## config.mk

```make
export PLATFORM = sky130hd
export DESIGN_NAME = fetch_queue
export DESIGN_NICKNAME = d
export VERILOG_FILES = /design/src/rtl/fetch_queue.sv
export SDC_FILE = /design/constraint.sdc
export NUM_CORES = 1
export LEC_CHECK = 0
export CELL_PAD_IN_SITES_DETAIL_PLACEMENT = 0
export CELL_PAD_IN_SITES_GLOBAL_PLACEMENT = 1
export CORE_MARGIN = 2
export CORE_UTILIZATION = 48
export CTS_BUF_LIST = sky130_fd_sc_hd__clkbuf_16
export DETAILED_ROUTE_END_ITERATION = 6
export HOLD_SLACK_MARGIN = 0.1
export PLACE_DENSITY_LB_ADDON = 0.12
export SKIP_CTS_REPAIR_TIMING = 1
export SYNTH_ARGS = -nofsm -noshare
export SYNTH_HDL_FRONTEND = slang
export SYNTH_SLANG_ARGS = --single-unit
```

## constraint.sdc

```tcl
create_clock -name clk -period 13.1 [get_ports clk]
set_input_delay 2.62 -clock clk [delete_from_list [all_inputs] [get_ports clk]]
set_output_delay 2.62 -clock clk [all_outputs]
set_load 0.005 [all_outputs]
```

## src/rtl/fetch_queue.sv

```systemverilog
// fetch_queue: instruction fetch buffer between PC/instruction-memory and decode.
// Holds up to DEPTH (pc, instruction) pairs and presents them to decode in order
// through a valid/ready handshake. It holds the PC when full and discards all
// buffered work on a taken-branch redirect (flush).
// Optional feature: define FETCH_QUEUE_BYPASS_EN to forward an offered pair
// straight to decode when the queue is empty (0-cycle latency). In the default
// build there is no combinational path from fetch to decode.
module fetch_queue #(
  parameter int DEPTH = 4,
  parameter int PTR_W = $clog2(DEPTH)
) (
  input  logic             clk,
  input  logic             reset,
  input  logic             flush,
  input  logic             fetch_valid,
  input  logic [31:0]      fetch_pc,
  input  logic [31:0]      fetch_instr,
  output logic             fetch_ready,
  output logic             pc_hold,
  output logic             dec_valid,
  output logic [31:0]      dec_pc,
  output logic [31:0]      dec_instr,
  input  logic             dec_ready,
  output logic [PTR_W:0]   count
);

  localparam logic [PTR_W:0]   CNT_FULL = (PTR_W+1)'(DEPTH);
  localparam logic [PTR_W:0]   CNT_ONE  = (PTR_W+1)'(1);
  localparam logic [PTR_W-1:0] PTR_ONE  = PTR_W'(1);

  // Storage is split into pc and instruction arrays sharing one pointer pair.
  logic [31:0]      pc_mem    [DEPTH];
  logic [31:0]      instr_mem [DEPTH];

  logic [PTR_W-1:0] wr_ptr;
  logic [PTR_W-1:0] rd_ptr;
  logic [PTR_W-1:0] wr_ptr_nxt;
  logic [PTR_W-1:0] rd_ptr_nxt;
  logic [PTR_W:0]   count_nxt;

  logic             empty;
  logic             full;
  logic             push;
  logic             pop;
  logic             wr_en;

  // Full/empty depend on the occupancy only, so fetch_ready never waits on
  // dec_ready; a pop in a full cycle does not make room for a same-cycle push.
  assign empty       = (count == '0);
  assign full        = (count == CNT_FULL);
  assign fetch_ready = ~full;
  assign pc_hold     = full;

  // A redirect cancels any handshake offered in the same cycle.
  assign push = fetch_valid & ~full & ~flush;
  assign pop  = ~empty & dec_ready & ~flush;

`ifdef FETCH_QUEUE_BYPASS_EN
  logic bypass;

  // An empty queue forwards the offered pair directly; if decode takes it in
  // the same cycle it is never written and the queue stays empty.
  assign bypass    = empty & fetch_valid & ~flush;
  assign wr_en     = push & ~(bypass & dec_ready);
  assign dec_valid = ~empty | bypass;
  assign dec_pc    = bypass ? fetch_pc    : pc_mem[rd_ptr];
  assign dec_instr = bypass ? fetch_instr : instr_mem[rd_ptr];
`else
  // Head entry comes straight from storage; when empty it is stale and
  // dec_valid tells decode to ignore it.
  assign wr_en     = push;
  assign dec_valid = ~empty;
  assign dec_pc    = pc_mem[rd_ptr];
  assign dec_instr = instr_mem[rd_ptr];
`endif

  // Next pointer/occupancy: flush dominates, otherwise advance on each handshake.
  always_comb begin
    wr_ptr_nxt = wr_ptr;
    rd_ptr_nxt = rd_ptr;
    count_nxt  = count;
    if (flush) begin
      wr_ptr_nxt = '0;
      rd_ptr_nxt = '0;
      count_nxt  = '0;
    end else begin
      if (wr_en) begin
        wr_ptr_nxt = wr_ptr + PTR_ONE;
      end
      if (pop) begin
        rd_ptr_nxt = rd_ptr + PTR_ONE;
      end
      case ({wr_en, pop})
        2'b10:   count_nxt = count + CNT_ONE;
        2'b01:   count_nxt = count - CNT_ONE;
        default: count_nxt = count;
      endcase
    end
  end

  // Pointer and occupancy registers, cleared immediately by reset.
  always_ff @(posedge clk or posedge reset) begin
    if (reset) begin
      wr_ptr <= '0;
      rd_ptr <= '0;
      count  <= '0;
    end else begin
      wr_ptr <= wr_ptr_nxt;
      rd_ptr <= rd_ptr_nxt;
      count  <= count_nxt;
    end
  end

  // Entry storage: cleared by reset, written on push, left intact by flush.
  always_ff @(posedge clk or posedge reset) begin
    if (reset) begin
      for (int i = 0; i < DEPTH; i++) begin
        pc_mem[i]    <= '0;
        instr_mem[i] <= '0;
      end
    end else if (wr_en) begin
      pc_mem[wr_ptr]    <= fetch_pc;
      instr_mem[wr_ptr] <= fetch_instr;
    end
  end

endmodule

```

### Word-level counts from Yosys, hierarchy flattened

Cells that the tools add are included.

| operators by class | value |
|---|---|
| reduce and logical (&&, ||, !) cells | 5 |
| equal/unequal tests | 3 |
| multiplexer cells | 16 |
| add/sub/neg operators | 4 |
| order comparisons | 3 |
| bitwise gates (word level) | 9 |

Operator list:

| operator | count |
|---|---|
| $bwmux 128 | 2 |
| $mux 32 | 5 |
| $bmux 32 s2 | 2 |
| $demux 32 s2 | 1 |
| $mux 2 | 4 |
| $ge 3x3->1 const B | 2 |
| $not 2->3 | 2 |
| $pmux 3 s2 | 1 |
| $add 2x1->2 const B | 2 |
| $and 1x1->1 | 4 |
| $reduce_bool 2->1 | 2 |
| $add 3x1->3 const B | 1 |
| $eq 3x3->1 const B | 1 |
| $logic_not 3->1 | 1 |
| $lt 3x1->1 const B | 1 |
| $mux 3 | 1 |
| $not 1->1 | 3 |
| $reduce_bool 3->1 | 1 |
| $sub 3x1->3 const B | 1 |
| $eq 2x1->1 const B | 1 |
| $eq 2x2->1 const B | 1 |
| $logic_and 1x1->1 | 1 |

| word-level totals | value |
|---|---|
| input bits | 69 |
| register bits | 263 |
| output and inout bits | 70 |

### Logic depth before layout (Yosys ltp)

Gate-level depths: netlist of run 1.

| logic depth | value |
|---|---|
| depth after elaboration | 7 |
| depth in mapped cells | 7 |
| mapped depth without buffers | 6 |

### Least setup slack after synthesis of run 1

Ideal clock, no wire load.

| path | value |
|---|---|
| path kind | input port to flip-flop |
| start point | in fetch_valid |
| end point | reg count[2] |
| cell stages on the path | 7 |
| data arrival time | 4.171 ns |
| library setup time | 0.082 ns |
| slack | 8.847 ns |
| buffers on the path | 1 |
| path through | clkbuf_1 o21a_1 nor3_1 fa_1 nand2b_1 or4_1 a31oi_1 |

| on the way | value |
|---|---|
| word-level cells in the longest chain between the ends | 5 |
| elaborated cells between the ends (all ways) | 7 |

Ends and longest elaborated chain:

| item | line | RTL |
|---|---|---|
| start, declared | 15 | `input logic fetch_valid,` |
| $and 1x1->1 (*) (2 in series) | 55 | `assign push = fetch_valid & ~full & ~flush;` |
| $eq 2x1->1 or $eq 2x2->1 (tied branches) | 93 | `case ({wr_en, pop})` |
| $pmux 3 s2 | 93 |  |
| $mux 3 | 82 | `if (flush) begin` |
| end signal, assigned | 110 | `count <= count_nxt;` |
| end, declared | 24 | `output logic [PTR_W:0] count` |

Mark *: on every way between the ends. The rest lies on a longest branch, timed or not.
A chain may end at the register's enable or synchronous reset.

### Worst setup path after layout of run 1

| path | value |
|---|---|
| start point | reg rd_ptr[1] |
| end point | out dec_instr[30] |

| on the way | value |
|---|---|
| word-level cells in the longest chain between the ends | 4 |

Ends and longest elaborated chain:

| item | line | RTL |
|---|---|---|
| start, declared | 36 | `logic [PTR_W-1:0] rd_ptr;` |
| start signal, assigned | 109 | `rd_ptr <= rd_ptr_nxt;` |
| $not 2->3 (not written as such) | 74 | `assign dec_instr = instr_mem[rd_ptr];` |
| $bmux 32 s2 | 74 |  |
| $mux 32 (not written as such) (2 in series) | 74 |  |
| end, declared | 22 | `output logic [31:0] dec_instr,` |

No other way between the ends. The select of a mux whose other input is x is not followed.

==> results of run 1 <==
layer usage:
metal	vias up	GRT usage, %	part of all wire [%]
met4	4	4.10	1.7
met2	134	33.2	49
met1	3423	26.8	43
met5	-	0	0.11
li1	2811	-	-
met3	34	4.80	5.3
path summary, 6_finish.rpt:
path,startpoint,depth (start not counted),end,slack (ps)
worst max-delay path,rd_ptr[1],3,dec_instr[30],7260
worst min-delay path,pc_mem[72],1,pc_mem[72],490
worst max register to register,count[0],4,pc_mem[85],10190
worst min register to register,pc_mem[72],1,pc_mem[72],490
max in group asynchronous,reset,3,rd_ptr[0],8870
min in group asynchronous,reset,2,pc_mem[84],2680
synthesized netlist by cell type (3+ instances only):
library cell	instances
nand3_2	3
mux2_1	4
mux4_2	64
ha_1	4
inv_1	7
nand3_1	4
a21oi_1	3
buf_12	7
dfrtp_1	263
buf_2	26
clkbuf_1	8
nor2_1	5
mux2_4	60
mux2_2	193
critical path, delay by kind of cell, from the launching register on:
| kind | cells | cell delay [ps] |
|---|---|---|
| multiplexers | 1 | 590 |
| flip-flops | 1 | 800 |
| buffers and inverters | 2 | 1270 |
cell type report:
cell class | count | area [sq um]
Fill cell | 1817 | 10000
Sequential cell | 263 | 6590
Multi-Input combinational cell | 365 | 4910
Timing Repair Buffer | 146 | 1440
Clock buffer | 29 | 726
Tap cell | 324 | 405
Clock inverter | 24 | 138
Inverter | 7 | 33.8
report_power, final:
group | leakage, nW | total, mW | switching, mW | internal, mW
clock network | 0.441 | 0.738 | 0.318 | 0.420
registers | 3.31 | 1.15 | 0.118 | 1.04
logic | 2.44 | 0.625 | 0.190 | 0.435
cell families after synthesis:
group | synth area share [%]
XOR/XNOR | 0.222
multiplexers | 38.6
flip-flops | 55.7
AND/OR/NAND/NOR | 1.13
buffers and inverters | 3.02
AO/OA/AOI/OAI | 0.815
adder cells (fa/ha/maj) | 0.593
state kept, by name, summed over array words and instances (netlist names):
signal,cells
rd_ptr,2
instr_mem,128
pc_mem,128
wr_ptr,2
count,3
==> results.py, run 1 <==
metrics = {
    "synth": {
        "post-synth-top-area-fraction_pct": 55.7,
        "synth-edff-count": 0,
        "syn-num-nets": 754,
        "synth-seq-cells": 263,
        "synth_top_flop_cell": "dfrtp_1",
        "synth.area.top_cells": "dfrtp_1 (56%), mux2_2 (18%), mux4_2 (12%), mux2_4 (7.6%), buf_12 (1.2%)",
        "yosys_warnings": 0,
        "syn_inst": 680,
        "post_synth_num_cell_types": 37,
        "synth_seq_area_share_pct": 55.7,
        "async_flop_share_pct": 100,
        "syn_area_sq_um": 11800,
        "synth_top_cell_by_area": "dfrtp_1",
        "synth.avg_cell_area_sq_um": 17.4,
    },
    "critical_path": {
        "critical_path_cell_sequence": "buf_4, mux4_2, clkdlybuf4s50_1",
        "worst-setup-path-type": "register to primary output",
        "crit_path_max_incr_delay_ps": 800,
        "critical_path.startpoint_type": "register",
        "crit_path_max_fanout": 39,
        "worst-endpoint-arrival_ps": 3220,
        "timing.critical_path.to_type": "primary output",
        "slowest_stage": "dfrtp_4",
        "data_required_time_at_the_worst_endpoint_ps": 10480,
    },
    "timing": {
        "final_hold_viol_count": 0,
        "finClkSkew_ps": 9.05,
        "worst_hold_slack_ps": 489,
        "layout_min_cycle_time_ps": 5840,
        "fmax_mhz": 171,
        "setup_viol": 0,
        "rsz_0062_raised_after_global_routing": "no",
        "final_critical_path_setup_slack_ps": 7260,
        "fin_setup_tns_ps": 0,
        "worst_pin_slew_ps": 1110,
        "max-slew-margin-rel_pct": 25.7,
        "finalMaxSlewViolations": 0,
        "finalCritPeriodShare_pct": 44.6,
    },
    "place": {
        "dp.cells": 1105,
        "placement.setup.worst_slack_ps": 7240,
        "placement.cell_area_sq_um": 13400,
        "port_buffers": 138,
        "dp_hpwl_um": 14800,
        "place.gp.congestion": 0.724,
    },
    "global_routing": {
        "remaining_global_route_overflow": 0,
        "grt_start_max_net_pins": 117,
        "grt_first_pass_wirelength_um": 40500,
        "grt_antenna_before_repair": 2,
        "first_global_vias": 7276,
        "global_route.usage.total_pct": 19.9,
    },
    "floorplan": {
        "core_area_sq_um": 24200,
        "die-height_um": 161,
        "floorplan.die_area_sq_um": 25900,
        "io_pins": 139,
        "row_count": 57,
        "start_util_pct": 48.8,
        "floorplan.die.width_um": 161,
    },
    "routing": {
        "finalWirelength_um": 24700,
        "drc": 0,
        "post_drt_via_cell_ratio": 5.53,
        "wl_per_instance_um": 21.4,
        "drt_pre_antenna_iters": 4,
        "drt_iter0_markers": 289,
        "num_vias": 6406,
        "antenna_violating_nets_post_route": 0,
    },
    "final_layout": {
        "n_antenna_cell": 0,
        "mostFrequentLayoutCell": "dfrtp_1",
        "layout-drive-gt1-share_pct": 44.8,
        "fin_nets": 886,
        "fin_cells": 1158,
        "mostFrequentLayoutCells": "dfrtp_1 (261), mux2_2 (193), clkdlybuf4s50_1 (138)",
        "syn2layout_area_growth_pct": 20.4,
        "final_cell_area_sq_um": 14200,
        "layout.core_utilization_pct": 58.7,
    },
    "power_and_ir_drop": {
        "vdd.ir_drop.worst_mv": 0.108,
        "p_leak_nw": 6.19,
        "total_power_mw": 2.52,
        "power_density_relative_to_cell_area_nw_per_um2": 177,
    },
    "clock_network": {
        "cts-root-to-sink-buffers": 3,
        "tritoncts_num_sinks": 263,
        "cts_htree_levels": 1,
        "clock_input_transition_at_the_sequential_cells_of_the_worst_setup_and_hold_paths_ps": 60,
        "clk_root_buffer_cell": "clkbuf_16",
        "numCtsBuffers": 29,
        "cts_tree": "built",
        "clk-insertion-delay-late_ps": 530,
    },
    "status": {
        "result_of_the_run": "finished, final reports clean",
    },
    "hold_path": {
        "min_path_type": "register to register",
    },
    "job": {
        "maxCapViolCount": 0,
    },
}
Note: power is estimated with default switching activity, not from simulation.
==> run 2: changes to the inputs <==
--- a/config.mk
+++ b/config.mk
@@ -8,7 +8,7 @@
 export CELL_PAD_IN_SITES_DETAIL_PLACEMENT = 0
 export CELL_PAD_IN_SITES_GLOBAL_PLACEMENT = 1
 export CORE_MARGIN = 2
-export CORE_UTILIZATION = 48
+export CORE_UTILIZATION = 43
 export CTS_BUF_LIST = sky130_fd_sc_hd__clkbuf_16
 export DETAILED_ROUTE_END_ITERATION = 6
 export HOLD_SLACK_MARGIN = 0.1
==> constraint.sdc (replaced) <==
create_clock -name clk -period 5 [get_ports clk]
set_input_delay 1 -clock clk [delete_from_list [all_inputs] [get_ports clk]]
set_output_delay 1 -clock clk [all_outputs]
set_load 0.005 [all_outputs]
==> run 2 against run 1 <==
  * Global-route usage down 1.5 points
  * Highest routed layer is now met4
  * Clock skew up 3.5 ps
  * Flip-flop and latch count unchanged
  * Utilization down 5.5 points
  * Combinational power rose to 2.6 times the previous value
  * Cell count up 1.7%
  * Register-to-register slack worse by 7900 ps
  * First-iteration DRC count down 14%
  * Sequential power rose to 2.7 times the previous value
  * Worst hold slack worse by 0.79 ps
  * Critical path depth down 1
==> results.py, run 2 (synthesis gave the netlist of run 1 again) <==
metrics = {
    "critical_path": {
        "worst-endpoint-arrival_ps": 2870,
        "timing.critical_path.to_type": "primary output",
        "worst-setup-path-type": "register to primary output",
        "critical_path.startpoint_type": "register",
        "crit_path_max_fanout": 59,
        "data_required_time_at_the_worst_endpoint_ps": 4000,
    },
    "floorplan": {
        "floorplan.die_area_sq_um": 28800,
        "start_util_pct": 43.9,
        "die-height_um": 170,
        "floorplan.die.width_um": 170,
        "io_pins": 139,
        "core_area_sq_um": 27000,
        "row_count": 60,
    },
    "job": {
        "maxCapViolCount": 0,
    },
    "final_layout": {
        "largestRegisters": "instr_mem (128), pc_mem (128), count (3)",
        "mostFrequentLayoutCell": "dfrtp_1",
        "layout-drive-gt1-share_pct": 44.6,
        "fin_nets": 889,
        "syn2layout_area_growth_pct": 21.3,
        "layout.area.seq_sq_um": 6590,
        "multi_input_area_sq_um": 4910,
        "mostFrequentLayoutCells": "dfrtp_1 (261), mux2_2 (193), clkdlybuf4s50_1 (138)",
        "layout.core_utilization_pct": 53.2,
        "fillers": 2146,
    },
    "clock_network": {
        "tritoncts_num_sinks": 263,
        "clock_input_transition_at_the_sequential_cells_of_the_worst_setup_and_hold_paths_ps": 60,
        "cts_tree": "built",
        "cts-root-to-sink-buffers": 3,
        "cts_htree_levels": 1,
        "clk-insertion-delay-late_ps": 540,
        "clk_root_buffer_cell": "clkbuf_16",
        "numCtsBuffers": 29,
    },
    "global_routing": {
        "grt_start_max_net_pins": 138,
        "grt_first_pass_wirelength_um": 41600,
        "grt_antenna_before_repair": 3,
        "global_route.usage.total_pct": 18.4,
        "first_global_vias": 7424,
        "remaining_global_route_overflow": 0,
    },
    "timing": {
        "fin_setup_tns_ps": 0,
        "finalMaxSlewViolations": 0,
        "worst_hold_slack_ps": 489,
        "layout_min_cycle_time_ps": 3870,
        "worst_pin_slew_ps": 1080,
        "finalCritPeriodShare_pct": 77.3,
        "rsz_0062_raised_after_global_routing": "no",
        "final_critical_path_setup_slack_ps": 1130,
        "max-slew-margin-rel_pct": 27.7,
        "final_hold_viol_count": 0,
        "fmax_mhz": 259,
        "finClkSkew_ps": 12.5,
        "setup_viol": 0,
    },
    "place": {
        "port_buffers": 138,
        "place.gp.congestion": 0.747,
        "dp_hpwl_um": 15000,
        "placement.setup.worst_slack_ps": 1230,
    },
    "power_and_ir_drop": {
        "p_leak_nw": 6.24,
        "vdd.ir_drop.worst_mv": 0.405,
        "power_density_relative_to_cell_area_nw_per_um2": 462,
    },
    "routing": {
        "num_vias": 6432,
        "drc": 0,
        "drt_iter0_markers": 248,
        "finalWirelength_um": 25500,
        "post_drt_via_cell_ratio": 5.46,
        "wl_per_instance_um": 21.6,
        "drt_pre_antenna_iters": 4,
        "antenna_violating_nets_post_route": 0,
    },
    "hold_path": {
        "min_path_type": "register to register",
    },
    "status": {
        "result_of_the_run": "finished, final reports clean",
    },
}
-- run 2: cell types whose count changed in the layout (fill, tap and decap cells not counted), sizes merged --
cell      previous run  this run
bufinv               1         2
diode                0         3
clkinv              15         8
buf                  8        11
inv                 12        17
clkinvlp             3         1
-- run 2: path summary, 6_finish.rpt --
kind,endpoint,depth (start not counted),slack (ps),from
setup / recovery,dec_pc[5],2,1130,rd_ptr[0]
hold / removal,pc_mem[70],1,490,pc_mem[70]
setup reg to reg,instr_mem[6],4,2310,count[0]
hold reg to reg,pc_mem[70],1,490,pc_mem[70]
max in group asynchronous,rd_ptr[1],3,3270,reset
min in group asynchronous,pc_mem[122],3,1030,reset
-- run 2: through the flow --
stage	cells	area (sq um)	total power [mW]
after floorplan	680	11800	4.00
final	1178	14300	6.62
after CTS	1175	14300	6.72
after global placement	1125	13500	4.60
after global routing	1176	14300	6.98
after detailed placement	1125	13500	4.72
-- run 2: layer usage --
| layer | track usage, % | up-vias | wire length, um |
|---|---|---|---|
| li1 | - | 2820 | - |
| met2 | 30.5 | 119 | 12500 |
| met1 | 24.9 | 3454 | 11200 |
| met3 | 3.51 | 39 | 1120 |
| met5 | 0 | - | 0 |
| met4 | 5.13 | 0 | 594 |
-- run 2: cell type report --
type,count,share of cell area (%)
timing repair buffer,149,10.6
inverter,7,0.209
antenna,3,0.0523
tap,341,2.97
clock buffer,29,5.06
clock inverter,21,0.986
multi-input combinational,365,34.2
sequential,263,45.9
-- run 2: power by group --
part           internal (mW)  switching (mW)
Sequential              2.71           0.339
Combinational           1.14           0.468
Clock                   1.14           0.820
-- run 2: worst max-delay path, stage by stage, from the launching register on --
cell and delay (ps):
dfrtp_4 1150, mux4_2 610, clkdlybuf4s50_1 550
==> run 3: changes to the inputs <==
--- a/config.mk
+++ b/config.mk
@@ -8,7 +8,7 @@
 export CELL_PAD_IN_SITES_DETAIL_PLACEMENT = 0
 export CELL_PAD_IN_SITES_GLOBAL_PLACEMENT = 1
 export CORE_MARGIN = 2
-export CORE_UTILIZATION = 43
+export CORE_UTILIZATION = 48
 export CTS_BUF_LIST = sky130_fd_sc_hd__clkbuf_16
 export DETAILED_ROUTE_END_ITERATION = 6
 export HOLD_SLACK_MARGIN = 0.1
==> constraint.sdc (replaced) <==
create_clock -name clk -period 3.86 [get_ports clk]
set_input_delay 0.772 -clock clk [delete_from_list [all_inputs] [get_ports clk]]
set_output_delay 0.772 -clock clk [all_outputs]
set_load 0.005 [all_outputs]
==> run 3 against run 2 <==
  * First-iteration DRC count grew 17%
  * Register-to-register slack lost 1200 ps
  * Sequential share of layout area is essentially flat
  * Clock power grew 24%
  * Non-clock buffer count grew 3
  * Flip-flop and latch count is the same
  * Setup slack lost 660 ps
  * Die area shrank 10%
  * Largest power group unchanged
==> results.py, run 3 (synthesis gave the netlist of run 1 again) <==
metrics = {
    "status": {
        "result_of_the_run": "finished, final reports clean",
    },
    "final_layout": {
        "fillers": 1833,
        "n_antenna_cell": 0,
        "mostFrequentLayoutCell": "dfrtp_1",
        "fin_nets": 892,
        "layout.core_utilization_pct": 59.1,
        "syn2layout_area_growth_pct": 21.3,
        "largestRegisters": "instr_mem (128), pc_mem (128), count (3)",
        "mostFrequentLayoutCells": "dfrtp_1 (261), mux2_2 (193), clkdlybuf4s50_1 (138)",
        "layout-drive-gt1-share_pct": 44.6,
    },
    "routing": {
        "antenna_violating_nets_post_route": 0,
        "post_drt_via_cell_ratio": 5.51,
        "drt_iter0_markers": 291,
        "drc": 0,
        "finalWirelength_um": 25300,
        "num_vias": 6424,
        "drt_pre_antenna_iters": 4,
        "wl_per_instance_um": 21.7,
    },
    "power_and_ir_drop": {
        "power.share.switching_pct": 25.2,
        "power.share.sequential_pct": 46.3,
        "vdd.ir_drop.worst_mv": 0.340,
        "p_leak_nw": 6.23,
        "total_power_mw": 8.49,
        "power_frac_clock_pct": 28.6,
        "comb_power_share_pct": 25.1,
        "power_density_relative_to_cell_area_nw_per_um2": 592,
        "internal_power_mw": 6.35,
        "switching_power_mw": 2.14,
    },
    "critical_path": {
        "timing.critical_path.buf_inv": 2,
        "crit_path_max_fanout": 26,
        "worst-endpoint-arrival_ps": 2620,
        "worst_path_dominant_cell_family": "buffers and inverters",
        "slowest_stage": "dfrtp_4",
        "timing.critical_path.to_type": "primary output",
        "rr_worst_depth": 4,
        "critical_path_cell_sequence": "buf_12, mux4_2, clkdlybuf4s50_1",
        "critical_path.startpoint_type": "register",
        "crit_cells": 3,
        "crit_path_max_incr_delay_ps": 710,
        "data_required_time_at_the_worst_endpoint_ps": 3090,
        "worst-setup-path-type": "register to primary output",
    },
    "floorplan": {
        "row_count": 57,
        "die-height_um": 161,
        "floorplan.die.width_um": 161,
        "floorplan.die_area_sq_um": 25900,
        "core_area_sq_um": 24200,
        "start_util_pct": 48.8,
        "io_pins": 139,
    },
    "clock_network": {
        "clock_input_transition_at_the_sequential_cells_of_the_worst_setup_and_hold_paths_ps": 60,
        "cts_tree": "built",
        "tritoncts_num_sinks": 263,
        "numCtsBuffers": 29,
        "clk-insertion-delay-late_ps": 550,
        "clk_root_buffer_cell": "clkbuf_16",
        "cts_htree_levels": 1,
        "cts-root-to-sink-buffers": 3,
    },
    "timing": {
        "max-slew-margin-rel_pct": 28.2,
        "finalMaxSlewViolations": 0,
        "finalCritPeriodShare_pct": 87.8,
        "layout_min_cycle_time_ps": 3390,
        "setup_viol": 0,
        "final_hold_viol_count": 0,
        "finClkSkew_ps": 26.4,
        "fmax_mhz": 295,
        "worst_pin_slew_ps": 1080,
        "worst_hold_slack_ps": 483,
        "rsz_0062_raised_after_global_routing": "no",
    },
    "place": {
        "dp_hpwl_um": 15500,
        "place.gp.congestion": 0.723,
        "port_buffers": 138,
    },
    "hold_path": {
        "min_path_type": "register to register",
        "hold_depth": 1,
    },
    "global_routing": {
        "global_route.usage.total_pct": 20.2,
        "remaining_global_route_overflow": 0,
        "globalRoute.busiestLayer": "met2",
        "first_global_vias": 7405,
        "grt_first_pass_wirelength_um": 41300,
        "grt_antenna_before_repair": 1,
        "met1_track_demand_over_resource_in_global_routing_pct": 27.1,
        "gr-usage-met3_pct": 3.74,
        "grt_start_max_net_pins": 94,
        "global_route.usage.met2_pct": 34.8,
    },
    "job": {
        "maxCapViolCount": 0,
    },
}
## run 3: cell types whose count changed in the layout (fill, tap and decap cells not counted)
cell / previous run / this run
buf_12: 4 / 7
bufinv_16: 2 / 0
clkinv_1: 4 / 13
clkinv_2: 4 / 6
diode_2: 3 / 0
inv_1: 16 / 11
## run 3: worst paths after layout
check / startpoint / slack [ps] / to
worst max-delay path: rd_ptr[1] / 470 / dec_instr[30]
worst min-delay path: pc_mem[72] / 480 / pc_mem[72]
worst max register to register: count[0] / 1140 / instr_mem[13]
worst min register to register: pc_mem[72] / 480 / pc_mem[72]
max in group asynchronous: reset / 2020 / rd_ptr[0]
min in group asynchronous: reset / 640 / pc_mem[118]
## run 3: power by group through the flow
stage	logic [mW]	clock network [mW]	registers [mW]
floorplan	1.38	0	3.80
global placement	2.07	0	3.89
detailed placement	2.15	0	3.98
CTS	2.17	2.51	3.94
global route	2.29	2.62	4.03
finish	2.13	2.43	3.93
## run 3: metrics by stage
step / setup WS [ps] / instances / area, sq um / setup TNS [ps]
global route: 328 / 1165 / 14300 / 0
global placement: 676 / 1111 / 13500 / 0
finish: 472 / 1165 / 14300 / 0
floorplan: -382 / 680 / 11800 / -100340
detailed placement: 640 / 1111 / 13500 / 0
CTS: 396 / 1165 / 14300 / 0
## run 3: layout make-up
cell class | count | area, sq um | share of cell area (%)
sequential | 263 | 6590 | 45.9
multi-input combinational | 365 | 4910 | 34.2
timing repair buffer | 152 | 1570 | 11.0
clock buffer | 29 | 726 | 5.06
tap | 324 | 405 | 2.83
clock inverter | 25 | 106 | 0.742
inverter | 7 | 30.0 | 0.209
## run 3: per-layer routing
metal	vias to the layer above	wire length, um
li1	2823	-
met1	3442	10900
met2	129	12900
met3	28	1100
met4	2	394
met5	-	13
